`config.mk`:
```
export PLATFORM = sky130hd
export DESIGN_NAME = lane_sum_sequencer
export DESIGN_NICKNAME = d
export VERILOG_FILES = /design/src/rtl/lane_sum_sequencer.sv
export SDC_FILE = /design/constraint.sdc
export NUM_CORES = 1
export LEC_CHECK = 0
export ABC_CLOCK_PERIOD_IN_PS = 3900
export CAP_MARGIN = 0
export CORE_UTILIZATION = 53
export CTS_CLUSTER_SIZE = 8
export DETAILED_ROUTE_END_ITERATION = 10
export PLACE_DENSITY = 0.84
export RECOVER_POWER = 50
export SYNTH_ARGS = -nofsm -noshare
export SYNTH_HDL_FRONTEND = slang
export SYNTH_SLANG_ARGS = --single-unit
```
`constraint.sdc`:
```
create_clock -name CLK -period 3.9 [get_ports CLK]
set_input_delay 1.17 -clock CLK [delete_from_list [all_inputs] [get_ports CLK]]
set_output_delay 1.17 -clock CLK [all_outputs]
set_load 0.005 [all_outputs]
```
`src/rtl/lane_sum_sequencer.sv`:
```
// lane_sum_sequencer: steps the mux select through every lane and accumulates the returned values.
// Define LANE_PIPE_REG_EN to register mux_in, which adds a DRAIN state and one cycle of latency.
module lane_sum_sequencer #(
    parameter int DATA_W    = 2,
    parameter int NUM_LANES = 6,
    parameter int SEL_W     = 3,
    parameter int ACC_W     = 5
) (
    input  logic              CLK,
    input  logic              RST,
    input  logic              start,
    input  logic              stall,
    input  logic [DATA_W-1:0] mux_in,
    output logic [SEL_W-1:0]  sel,
    output logic [ACC_W-1:0]  sum,
    output logic              done,
    output logic              busy
);
    typedef enum logic [1:0] {IDLE, SCAN, DRAIN, DONE} state_t;
`ifdef LANE_PIPE_REG_EN
    localparam state_t SCAN_EXIT = DRAIN;
`else
    localparam state_t SCAN_EXIT = DONE;
`endif
    state_t state, state_d;
    logic [SEL_W-1:0] cnt;
    logic [ACC_W-1:0] acc, acc_nxt;
    logic last, step;
    assign last = cnt == SEL_W'(NUM_LANES - 1);
    assign step = state == SCAN && !stall;
    assign sel  = state == SCAN ? cnt : '0;
    assign done = state == DONE;
    assign busy = state == SCAN || state == DRAIN;
    always_comb begin
        state_d = state;
        case (state)
            IDLE:    state_d = start ? SCAN : IDLE;
            SCAN:    state_d = step && last ? SCAN_EXIT : SCAN;
            DRAIN:   state_d = DONE;
            default: state_d = IDLE;
        endcase
    end
    always_ff @(posedge CLK or negedge RST) begin
        if (!RST) state <= IDLE;
        else      state <= state_d;
    end
`ifdef LANE_PIPE_REG_EN
    // The tag marks a lane that was actually selected; stalled cycles leave no tag.
    logic [DATA_W-1:0] pipe_val;
    logic pipe_vld;
    assign acc_nxt = acc + ACC_W'(pipe_val);
    always_ff @(posedge CLK or negedge RST) begin
        if (!RST) begin
            pipe_val <= '0;
            pipe_vld <= 1'b0;
        end else begin
            pipe_val <= mux_in;
            pipe_vld <= step;
        end
    end
`else
    assign acc_nxt = acc + ACC_W'(mux_in);
`endif
    always_ff @(posedge CLK or negedge RST) begin
        if (!RST) begin
            cnt <= '0;
            acc <= '0;
            sum <= '0;
        end else if (state == IDLE && start) begin
            cnt <= '0;
            acc <= '0;
        end else begin
            if (step && !last) cnt <= cnt + SEL_W'(1);
`ifdef LANE_PIPE_REG_EN
            if (pipe_vld) acc <= acc_nxt;
            if (state == DRAIN) sum <= acc_nxt;
`else
            if (step) acc <= acc_nxt;
            if (step && last) sum <= acc_nxt;
`endif
        end
    end
endmodule

```
======== Yosys cells after proc, flatten, opt, wreduce, memory -nomap -nowiden ========
Index checks and enable logic that the tools add are counted.
word-level totals
  bits in registers ....................... 15
  input bits .............................. 6
  output and inout bits ................... 10
cells by class
  $add $sub $neg .......................... 2
  equal/unequal tests ..................... 4
  muxes and demuxes ....................... 8
  bitwise gates (word level) .............. 1
  reductions and logical operators ........ 11
operators with widths
  operator               count
  $mux W5                2
  $mux W3                3
  $pmux W2 S3            1
  $add A5 B2 Y5          1
  $eq A2 B2 Y1 const B   2
  $logic_and A1 B1 Y1    4
  $reduce_bool A2 Y1     2
  $add A3 B1 Y3 const B  1
  $eq A3 B3 Y1 const B   1
  $eq A2 B1 Y1 const B   1
  $logic_not A1 Y1       2
  $logic_not A2 Y1       1
  $mux W2                1
  $reduce_and A2 Y1      1
  $logic_or A1 B1 Y1     1
  $mux W1                1
  $not A1 Y1             1

======== Depth between registers and ports, before layout ========
Gate-level depths: netlist of the first run.
  depth in word-level cells ............... 5
  mapped depth ............................ 6

======== Worst setup path before layout of the first run ========
OpenSTA, ideal clock, no wires.
  path type ............................... in2reg
  start ................................... input mux_in[0]
  end ..................................... register sum[4]
  arrival time ............................ 2.206 ns
  data required time ...................... 3.775 ns
  setup slack ............................. 1.569 ns
  cell stages on the path ................. 5
  cells stage by stage .................... ha_1 fa_1 nand3_1 xnor2_1 mux2_2
on the way
  word-level cells in the longest chain between the ends .. 1
ends and longest elaborated chain
  element               line  source
  from (decl)           13    input logic [DATA_W-1:0] mux_in,
  $add A5 B2 Y5         62    assign acc_nxt = acc + ACC_W'(mux_in);
  to (signal assigned)  79    if (step && last) sum <= acc_nxt;
  to (decl)             15    output logic [ACC_W-1:0] sum,
No other way between the ends.
A chain may end at the register's enable or synchronous reset.

======== Final worst setup path of the first run ========
  start ................................... register state[1]
  end ..................................... output sel[0]
on the way
  word-level cells in the longest chain between the ends .. 2
ends and longest elaborated chain
  element                 line  source
  from (decl)             25    state_t state, state_d;
  from (signal assigned)  45    else state <= state_d;
  $eq A2 B1 Y1            31    assign sel = state == SCAN ? cnt : '0;
  $mux W3                 31
  to (decl)               14    output logic [SEL_W-1:0] sel,
No other way between the ends.

==> flow_metrics.tcl, run 1 <==
set metrics [dict create \
    ios 16 \
    switching_power_mw 0.239 \
    async_flop_share 1.00 \
    cts_setup_buffers 0 \
    max_stage_delay_ps 490 \
    initial_utilization 0.605 \
    powerDensity_mw_per_mm2 657 \
    cts_tree "built" \
    yosysWarnings 0 \
    clk_pin_slew_worst_paths_ps 100 \
    syn_avg_cell_area_sq_um 10.6 \
    yosysSeqAreaShare 0.448 \
    cp.arrival_ps 1740 \
    ys_ff_latch 15 \
    clockRootBuffer "clkbuf_4" \
    slew_viol_final 0 \
    drive_gt1_frac 0.0833 \
    totalWireLength_um 1500 \
    leakage_nw 0.455 \
    reg2reg_depth 5 \
    routedWlPerCell_um 13.5 \
    finalNetCount 112 \
    critPathCaptureType "output pin" \
    layout_min_cycle_time_ps 2910 \
    place_hpwl_um 1080 \
    fp.dieW_um 41.7 \
    synthCells 79 \
    clock_path_buffers 2 \
    grt_pass1_vias 610 \
    maxSlewHeadroom 0.548 \
    clkPwrFrac 0.138 \
    syn_nets 94 \
    die_h_um 41.7 \
    clk_latency_ps 290 \
    start_kind "register" \
    fmax_mhz 344 \
    place_area_sq_um 991 \
    seq_power_share 0.401 \
    switching_share 0.357 \
    antenna_cells 0 \
    grtUsageTotal 0.196 \
    antenna_found_initial 0 \
    rsz0062_at_grt "no" \
    drt_drc_violations_left 0 \
    grt_pass1_wl_um 2550 \
    drv_cap 0 \
    hold_depth 1 \
    fin_area_sq_mm 0.00102 \
    die_area_sq_mm 0.00174 \
    synth.distinct_cells 27 \
    setup_tns_ps 0 \
    crit_family "buffers and inverters" \
    synthFlopType "dfrtp_1" \
    p_int_mw 0.431 \
    setup_viol 0 \
    worst-path-stages 4 \
    ctsHoldBuffers 0 \
    tightest_slew_ps 676 \
    cp_slowest_cell "clkdlybuf4s50_1" \
    grt_max_degree 16 \
    cp_max_fo 7 \
    vias 624 \
    grt_overflow 0 \
    firstDrtPassIters 4 \
    rows 13 \
    path_class "register to output pin" \
    crit_chain "inv_1 -> ha_1 -> and2_1 -> clkdlybuf4s50_1" \
    vias_per_cell 5.62 \
    finalCritPeriodShare 0.745 \
    cp_num_buf_inv 2 \
    synth_edf_count 0 \
    cts_sinks 15 \
    core_sq_mm 0.00138 \
    finClkSkew_ps 11.2 \
    h-tree-depth 1 \
    numPortBuffers 15 \
    power_frac_comb 0.461 \
    cts_resized 0 \
    ant_nets 0 \
    required_ps 2730 \
    hold_class "register to register" \
    dr.first_iter.drc_count 2 \
    status "completed" \
    syn2layout_area_growth_pct 21.7 \
    hold_violations 0 \
    vdd.ir_drop.worst_mv 0.344 \
    cts_buffers 3 \
    syn-cell-area_sq_um 837 \
    place.gp.congestion 0.741 \
]
## state kept, by name, summed over array words and instances, names as in the netlist
register  flops
acc           5
sum           5
cnt           3
state         2
## cells by family after synthesis
logic type	count (synthesis)	share of synthesized area
AO/OA/AOI/OAI	16	0.112
buffers and inverters	6	0.0359
AND/OR/NAND/NOR	26	0.175
adder cells (fa/ha/maj)	9	0.144
XOR/XNOR	3	0.0314
multiplexers	4	0.0538
flip-flops	15	0.448
## final cells by class
class / count / area [sq um]
clock buffers: 3 / 22.5
well taps: 15 / 18.8
repair buffers: 15 / 150
inverters: 4 / 15.0
flip-flops and latches: 15 / 375
multi-input cells: 58 / 432
clock inverters: 1 / 5.00
fillers: 104 / 364
## placed cells by master (no fill, tap or decap), drive strengths merged
master | synthesis | routed
dfrtp | 15 | 15
o21a | 1 | 1
and4b | 1 | 1
nor2b | 1 | 1
nand3 | 2 | 2
nand4b | 1 | 1
clkinv | 0 | 1
and2 | 5 | 5
fa | 1 | 1
nor3 | 2 | 2
o21bai | 1 | 1
inv | 4 | 4
xor2 | 1 | 1
nand2b | 1 | 1
nand3b | 1 | 1
mux2 | 4 | 4
o21ai | 4 | 4
nor2 | 4 | 4
o41a | 1 | 1
nand2 | 4 | 4
or3 | 3 | 3
ha | 8 | 8
clkbuf | 1 | 3
clkdlybuf4s50 | 0 | 13
xnor2 | 2 | 2
dlygate4sd3 | 0 | 2
or4 | 1 | 1
a21oi | 8 | 8
o31ai | 1 | 1
## worst register-to-register path: cells and delay by family, from the launching register on
family | cells | cell delay, ps
adder cells (fa/ha/maj) | 1 | 180
flip-flops | 1 | 420
buffers and inverters | 1 | 60
multiplexers | 1 | 380
AND/OR/NAND/NOR | 2 | 800
## power groups by stage
stage	combinational [mW]	sequential [mW]	clock, mW
global placement	0.301	0.268	0
detailed placement	0.310	0.271	0
finish	0.309	0.269	0.0924
global route	0.347	0.279	0.0987
CTS	0.313	0.268	0.0925
floorplan	0.190	0.263	0
## path summary, 6_finish.rpt
check	startpoint	slack [ps]	endpoint
setup / recovery	state[1]	990	sel[0]
hold / removal	sum[4]	520	sum[4]
setup reg to reg	state[0]	1940	sum[0]
hold reg to reg	sum[4]	520	sum[4]
max in group asynchronous	RST	2120	cnt[1]
min in group asynchronous	RST	1340	sum[1]
## layer usage
layer | GRT usage | wire (um)
met1 | 0.255 | 716
met2 | 0.297 | 695
met3 | 0.0522 | 57
met4 | 0.103 | 29
met5 | 0 | 0
## cell usage after synthesis (2+ instances only)
| master | instances | area [sq um] |
|---|---|---|
| dfrtp_1 | 15 | 375 |
| a21oi_1 | 8 | 40.0 |
| ha_1 | 8 | 100 |
| and2_1 | 5 | 31.3 |
| inv_1 | 4 | 15.0 |
| mux2_2 | 4 | 45.0 |
| nand2_1 | 4 | 15.0 |
| nor2_1 | 4 | 15.0 |
| o21ai_0 | 4 | 20.0 |
| or3_1 | 3 | 18.8 |
| nand3_1 | 2 | 10.0 |
| nor3_1 | 2 | 10.0 |
| xnor2_1 | 2 | 17.5 |
## metrics by stage
stage	instances	total power, mW	util	setup WS, ps	hold slack (ps)
final	111	0.670	0.737	993	518
after global routing	111	0.725	0.737	901	544
after CTS	111	0.674	0.737	980	519
after detailed placement	107	0.582	0.717	1090	496
after global placement	107	0.570	0.717	1110	490
after floorplan	79	0.453	-	1570	505
No activity file was read; power rests on OpenSTA's default activity.
==> inputs of run 2 (changes only) <==
Settings changed: ABC_CLOCK_PERIOD_IN_PS 3900 to 2700, CORE_UTILIZATION 53 to 49, PLACE_DENSITY 0.84 to 0.79.
Clock period 3.9 ns to 2.7 ns, I/O delays scaled along.
==> flow_metrics.tcl, run 2 (same netlist as run 1, synthesis figures left out) <==
set metrics [dict create \
    place.gp.congestion 0.709 \
    ios 16 \
    max_stage_delay_ps 500 \
    fin_area_sq_mm 0.00102 \
    path_class "register to output pin" \
    clk_latency_ps 270 \
    firstDrtPassIters 7 \
    initial_utilization 0.537 \
    setup_viol 0 \
    postLayoutCoreUtil 0.656 \
    grtUsageTotal 0.191 \
    syn2layout_area_growth_pct 22.1 \
    final_common_cell "dfrtp_1" \
    clockRootBuffer "clkbuf_4" \
    cp_slowest_cell "clkdlybuf4s50_1" \
    finalCritPeriodShare 0.943 \
    grt_pass1_wl_um 2610 \
    dr.first_iter.drc_count 10 \
    violations "design-rule violations" \
    tightest_slew_ps 674 \
    rsz0062_at_grt "no" \
    vias_per_cell 5.46 \
    slew_viol_final 0 \
    ctsHoldBuffers 0 \
    powerDensity_mw_per_mm2 948 \
    vias 617 \
    drive_gt1_frac 0.0722 \
    vdd.ir_drop.worst_mv 0.527 \
    die_area_sq_mm 0.00188 \
    core_sq_mm 0.00156 \
    critPathCaptureType "output pin" \
    place_hpwl_um 1160 \
    cp.arrival_ps 1740 \
    final_cell_mix "dfrtp_1 (15), clkdlybuf4s50_1 (12), a21oi_1 (8), ha_1 (8), and2_1 (5)" \
    cts_setup_buffers 0 \
    rows 14 \
    clk_pin_slew_worst_paths_ps 90 \
    hold_violations 0 \
    cts_buffers 3 \
    cts_sinks 15 \
    setup_tns_ps 0 \
    numPortBuffers 15 \
    maxSlewHeadroom 0.549 \
    status "finished, violations left" \
    place_area_sq_um 1000 \
    worst_slack_ps 153 \
    required_ps 1890 \
    crit_chain "inv_1 -> ha_1 -> and2_1 -> clkdlybuf4s50_1" \
    routedWlPerCell_um 13.4 \
    clock_path_buffers 2 \
    cp_max_fo 7 \
    dp_cells 109 \
    ant_nets 0 \
    fin_cells 113 \
    totalWireLength_um 1510 \
    fmax_mhz 393 \
    finClkSkew_ps 3.93 \
    grt_max_degree 16 \
    h-tree-depth 1 \
    fp.dieW_um 43.3 \
    grt_overflow 0 \
    cts_resized 0 \
    reg.largest.list "acc: 5 flops, sum: 5 flops, cnt: 3 flops" \
    dp_slack_ps 233 \
    antenna_found_initial 0 \
    finalNetCount 113 \
    crit_family "buffers and inverters" \
    drv_cap 0 \
    leakage_nw 0.458 \
    grt_pass1_vias 583 \
    die_h_um 43.3 \
    hold_class "register to register" \
    drt_drc_violations_left 2 \
    start_kind "register" \
    cts_tree "built" \
    layout_min_cycle_time_ps 2550 \
    antenna_cells 0 \
    cp_num_buf_inv 2 \
]
==> run 2: cell types whose count changed in the layout (fill, tap and decap cells not counted), sizes merged <==
cell           before  now
clkbuf              3    5
clkdlybuf4s50      13   12
clkinv              1    0
dlygate4sd3         2    3
==> run 2: through the flow <==
stage,hold WS [ps],power [mW]
5_1_grt,521,1.06
4_1_cts,517,0.985
3_3_place_gp,491,0.830
3_5_place_dp,496,0.856
6_report,507,0.969
2_1_floorplan,505,0.654
==> run 2: layout make-up <==
class / count / area, sq um
inverters: 4 / 15.0
flip-flops and latches: 15 / 375
clock buffers: 4 / 26.3
fillers: 127 / 537
multi-input cells: 58 / 432
repair buffers: 16 / 154
well taps: 16 / 20.0
==> run 2: per-layer routing <==
layer	routed length [um]	vias to the layer above	GRT usage
met4	9	0	0.0938
met3	58	2	0.0250
li1	-	311	-
met2	698	14	0.300
met1	743	290	0.262
met5	0	-	0
==> run 2: where the power goes <==
part           internal (mW)  total (mW)  switching [mW]
Sequential             0.314       0.387          0.0730
Clock                 0.0572       0.126          0.0684
Combinational          0.255       0.457           0.202
==> run 2: path summary, 6_finish.rpt <==
| path | start | endpoint | slack [ps] | cells after the start |
|---|---|---|---|---|
| worst min register to register | sum[4] | sum[4] | 510 | 1 |
| worst max register to register | state[1] | sum[1] | 850 | 5 |
| max in group asynchronous | RST | sum[3] | 1270 | 1 |
| min in group asynchronous | RST | acc[0] | 1000 | 1 |
| worst max-delay path | state[1] | sel[0] | 150 | 4 |
| worst min-delay path | sum[4] | sum[4] | 510 | 1 |
